## config.mk

```make
export PLATFORM = sky130hd
export DESIGN_NAME = render_scheduler
export DESIGN_NICKNAME = d
export VERILOG_FILES = /design/src/rtl/render_scheduler.sv
export SDC_FILE = /design/constraint.sdc
export NUM_CORES = 1
export LEC_CHECK = 0
export CORE_UTILIZATION = 45
export DETAILED_ROUTE_END_ITERATION = 8
export PLACE_DENSITY = 0.76
export SLEW_MARGIN = 20
export SYNTH_ARGS = -nofsm -noshare
export SYNTH_HDL_FRONTEND = slang
export SYNTH_SLANG_ARGS = --single-unit
export TNS_END_PERCENT = 5
```

## constraint.sdc

```tcl
create_clock -name clk -period 2.4 [get_ports clk]
set_input_delay 0.24 -clock clk [delete_from_list [all_inputs] [get_ports clk]]
set_output_delay 0.24 -clock clk [all_outputs]
set_load 0.02 [all_outputs]
```

## src/rtl/render_scheduler.sv

```systemverilog
// render_scheduler
// Walks a frame one pixel at a time. For each pixel it launches the shading
// datapath, waits for the colour result, and then writes it into the frame
// buffer. The display always has priority on the shared frame-buffer port:
// a pending pixel write simply waits until the display releases the port.
//
// Optional feature (macro RENDER_CONTINUOUS_EN):
//   defined   - after the last pixel the scheduler restarts at (0,0) on its own
//   undefined - after the last pixel it holds in DONE until the next start
//
// Parameters
//   H_PIX   pixels per stored row
//   V_PIX   stored rows per frame
//   ADDR_W  frame-buffer address width
//   PIX_W   pixel width (4:4:4 RGB)
//
// Ports
//   clk, rst          clock, asynchronous active-high reset
//   start             one-cycle pulse that begins a frame render
//   disp_req          display owns the frame-buffer port this cycle
//   disp_addr         display read address
//   shade_start       one-cycle launch pulse to the shading datapath
//   shade_x, shade_y  pixel coordinate of the launched ray
//   shade_done        datapath result valid (one-cycle pulse)
//   shade_pixel       datapath colour result
//   mem_we            frame-buffer write enable
//   mem_addr          frame-buffer address (write address or display address)
//   mem_din           frame-buffer write data
//   busy              a frame render is in progress
//   frame_done        sticky: a complete frame has been stored

module render_scheduler #(
   parameter int H_PIX  = 320,
   parameter int V_PIX  = 240,
   parameter int ADDR_W = 17,
   parameter int PIX_W  = 12
) (
   input  logic              clk,
   input  logic              rst,
   input  logic              start,
   input  logic              disp_req,
   input  logic [ADDR_W-1:0] disp_addr,
   output logic              shade_start,
   output logic [8:0]        shade_x,
   output logic [8:0]        shade_y,
   input  logic              shade_done,
   input  logic [PIX_W-1:0]  shade_pixel,
   output logic              mem_we,
   output logic [ADDR_W-1:0] mem_addr,
   output logic [PIX_W-1:0]  mem_din,
   output logic              busy,
   output logic              frame_done
);

   typedef enum logic [2:0] {
      IDLE,
      ISSUE,
      WAIT,
      WRITE,
      DONE
   } state_t;

   localparam logic [8:0] X_LAST = 9'(H_PIX - 1);
   localparam logic [8:0] Y_LAST = 9'(V_PIX - 1);

   state_t            state_q, state_d;
   logic [8:0]        x_q, x_d;
   logic [8:0]        y_q, y_d;
   logic [ADDR_W-1:0] addr_q, addr_d;
   logic [PIX_W-1:0]  pix_q, pix_d;
   logic              frame_done_q, frame_done_d;
   logic              write_ok;

   always_ff @(posedge clk or posedge rst) begin
      if (rst) begin
         state_q      <= IDLE;
         x_q          <= '0;
         y_q          <= '0;
         addr_q       <= '0;
         pix_q        <= '0;
         frame_done_q <= 1'b0;
      end else begin
         state_q      <= state_d;
         x_q          <= x_d;
         y_q          <= y_d;
         addr_q       <= addr_d;
         pix_q        <= pix_d;
         frame_done_q <= frame_done_d;
      end
   end

   // addr_q tracks y*H_PIX+x incrementally, so pixels are written in raster
   // order without a multiplier; it is cleared whenever x and y are cleared.
   always_comb begin
      state_d      = state_q;
      x_d          = x_q;
      y_d          = y_q;
      addr_d       = addr_q;
      pix_d        = pix_q;
      frame_done_d = frame_done_q;
      write_ok     = 1'b0;
      case (state_q)
         IDLE: begin
            if (start) begin
               state_d      = ISSUE;
               x_d          = '0;
               y_d          = '0;
               addr_d       = '0;
               frame_done_d = 1'b0;
            end
         end
         ISSUE: begin
            state_d = WAIT;
         end
         WAIT: begin
            if (shade_done) begin
               pix_d   = shade_pixel;
               state_d = WRITE;
            end
         end
         WRITE: begin
            if (!disp_req) begin
               write_ok = 1'b1;
               addr_d   = addr_q + ADDR_W'(1);
               state_d  = ISSUE;
               if (x_q == X_LAST) begin
                  x_d = '0;
                  if (y_q == Y_LAST) begin
                     // Coordinates are rewound here so DONE can restart directly.
                     y_d          = '0;
                     addr_d       = '0;
                     frame_done_d = 1'b1;
                     state_d      = DONE;
                  end else begin
                     y_d = y_q + 9'd1;
                  end
               end else begin
                  x_d = x_q + 9'd1;
               end
            end
         end
         DONE: begin
`ifdef RENDER_CONTINUOUS_EN
            state_d = ISSUE;
`else
            if (start) begin
               state_d      = ISSUE;
               frame_done_d = 1'b0;
            end
`endif
         end
         default: begin
            state_d = IDLE;
         end
      endcase
   end

   // The display address passes through whenever no pixel write is taking the port.
   assign shade_start = (state_q == ISSUE);
   assign shade_x     = x_q;
   assign shade_y     = y_q;
   assign mem_we      = write_ok;
   assign mem_addr    = write_ok ? addr_q : disp_addr;
   assign mem_din     = pix_q;
   assign busy        = (state_q == ISSUE) || (state_q == WAIT) || (state_q == WRITE);
   assign frame_done  = frame_done_q;

endmodule

```

==> metrics.cfg <==
[detailed_routing]
drcViolationCount = 0
avgRoutedWirePerCell_microns = 14.6
first_pass_iters = 4
num_vias = 2460
totalWireLength_microns = 6430
via_per_inst = 5.60
ant_nets = 0
drt_iter0_drc = 99

[logic_synthesis]
netlist.top_cell.by_area = dfrtp_1
yosysMostFrequentCell = dfrtp_1
synth_seq_cells = 51
async_flop_share = 1.00
ys_seq_area_frac = 0.469
mappedNetlistArea_sq_mm = 0.00272
yosysWarnings = 0
avgSynthCellArea_sq_um = 9.98
syn-num-nets = 310
synth_top_area_frac = 0.469
yosys-top-cells-count = dfrtp_1 (51), mux2_2 (30), nand2_1 (24)
synthDistinctLibCells = 41
synth-edff-count = 0
synth_flop_cell = dfrtp_1
syn_inst = 273
synth.area.top_cells = dfrtp_1 (47%), mux2_2 (12%), o21ai_0 (3.7%)

[clock_network]
cts_made_buffers = 5
cts_tree = built
h-tree-depth = 2
cts_buffer_depth = 2
clk_pin_slew_ns = 0.09
cts_sinks = 51
cts_root_buf = clkbuf_8
cts_hold_buf = 0
insertion_delay_ns = 0.30

[global_route]
grt_first_pass_wirelength_microns = 10800
antenna_found_initial = 0
gr-total-overflow = 0
grt_max_degree = 29
grt_pass1_vias = 2312
track_usage = 0.219

[run_status]
status = finished, final reports clean

[setup_path]
critical_path.top_delay_family = buffers and inverters
startpoint = state_q[0]
r2r_start = state_q[1]
start_kind = flop
path_class = flop to primary output
crit_buf_inv = 3
r2r-end = shade_y[4]
arrival_ns = 2.02
crit_cells = 6
cp_max_fo = 20
ff2ff_setup_slack_ns = 0.33
cp.required_ns = 2.16
slowest_stage = dfrtp_1
worstRegToRegCells = 5
cp-endpoint = mem_addr[12]
worst_path_largest_cell_delay_ns = 0.44
cp-end-kind = primary output
crit_chain = and2b_2 -> nand3b_1 -> inv_1 -> buf_12 -> mux2_2 -> dlygate4sd2_1

[min_path]
worst_hold_path_type = primary input to asynchronous set/reset pin

[sta]
fin_crit_ns = 2.26
fmax_mhz = 443
slew_headroom = 0.617
setup_viol = 0
finalSetupTns_ns = 0
finalHoldViolations = 0
clock_skew_ns = 0.00530
hold_ws_ns = 0.298
worst_pin_slew_ns = 0.569
finalMaxSlewViolations = 0
grt_setup_unrepaired = false
period_share = 0.940

[finish]
finalNonFillerCells = 439
regArea_sq_mm = 0.00128
area_growth_pct = 39.2
layout-drive-gt1-share = 0.158
multi_input_comb_area_sq_mm = 0.00139
nFillCells = 466
diodes = 0
fin_area_sq_mm = 0.00379
layout.nets = 403

[power]
power_density_mw_per_mm2 = 900
p_leak_uw = 0.00161
ir_drop_mv = 0.613

[run]
maxCapViolCount = 0

[floorplanning]
die_x_microns = 79.8
die_h_microns = 79.8
core.rowCount = 27
ios = 85
die_area_sq_mm = 0.00637
initial_core_util = 0.480
coreArea_sq_mm = 0.00568

[placement]
gp_congestion = 0.835
dp_hpwl_microns = 4780
dp.cells = 431
placed_area_sq_mm = 0.00373
portBuffers = 84

-- area by class of cell --
class                           instances  share of cell area
Multi-Input combinational cell        209               0.368
Sequential cell                        51               0.337
Timing Repair Buffer                   97               0.249
Tap cell                               72              0.0238
Clock buffer                            7              0.0201
Inverter                                2             0.00198
Clock inverter                          1             0.00132
-- layout by cell type (no fill, tap or decap), types with 2 or more instances in the layout --
cell type | netlist | routed
mux2_2 | 30 | 30
and3b_1 | 2 | 2
o21ai_0 | 20 | 20
nand2b_1 | 3 | 3
nor2_1 | 21 | 21
clkbuf_8 | 0 | 5
nand3b_1 | 3 | 3
a41oi_1 | 4 | 4
nor2b_1 | 4 | 4
buf_4 | 0 | 11
and3_1 | 3 | 3
xor2_1 | 8 | 8
ha_1 | 3 | 3
clkdlybuf4s50_1 | 0 | 67
dlygate4sd2_1 | 0 | 17
a31oi_1 | 12 | 12
nand2_1 | 24 | 24
nor4_1 | 2 | 2
mux2i_1 | 4 | 4
a21o_1 | 2 | 2
dfrtp_1 | 51 | 51
nand3_1 | 18 | 18
xnor2_1 | 2 | 2
buf_12 | 0 | 2
nor3_1 | 6 | 6
nand4_1 | 9 | 9
clkbuf_1 | 6 | 2
a21oi_1 | 13 | 13
-- per-stage QoR --
step                       util  setup slack [ns]  power [uW]
after floorplan               -             0.382        2230
after global routing      0.668           0.00727        3640
after CTS                 0.668             0.128        3450
after global placement    0.657             0.137        2970
after detailed placement  0.657            0.0860        3010
final                     0.668             0.144        3410
-- flip-flops by register name, indices dropped and copies added (netlist names) --
register / count
mem_din: 12
frame_done: 1
shade_y: 9
shade_x: 9
addr_q: 17
state_q: 3
-- per-layer routing --
metal / track usage / up-vias / wire [microns]
met5: 0 / - / 0
met1: 0.280 / 1202 / 2910
met4: 0.0768 / 0 / 81
li1: - / 1184 / -
met3: 0.0400 / 9 / 237
met2: 0.369 / 65 / 3200
-- how the worst min path moves through the flow --
stage                         start           to  cells past startpoint
floorplan           shade_pixel[10]  mem_din[10]                      1
global placement         addr_q[16]   addr_q[16]                      1
detailed placement       addr_q[16]   addr_q[16]                      1
CTS                             rst   shade_x[3]                      2
global route                    rst   mem_din[0]                      2
finish                          rst   shade_x[3]                      2
-- what timing repair did --
action,4_1_cts,5_1_grt
gates resized for setup,18,0
endpoints found under the setup margin,17,0
endpoints found under the hold margin,0,0
setup buffers,0,0
-- logic make-up (layout without fill, tap and decap cells) --
family / after synthesis / after routing / share of synthesized area
XOR/XNOR: 10 / 10 / 0.0322
AO/OA/AOI/OAI: 58 / 58 / 0.129
multiplexers: 34 / 34 / 0.139
AND/OR/NAND/NOR: 104 / 104 / 0.198
adder cells (fa/ha/maj): 3 / 3 / 0.0138
buffers and inverters: 13 / 107 / 0.0202
flip-flops: 51 / 51 / 0.469
-- power breakdown --
group / internal [uW] / leakage, uW / switching, uW
combinational: 826 / 0.000900 / 865
sequential: 1050 / 0.000669 / 189
clock: 205 / 0.0000422 / 271
total: 2090 / 0.00161 / 1330
Power figures use the tool's default switching activity.
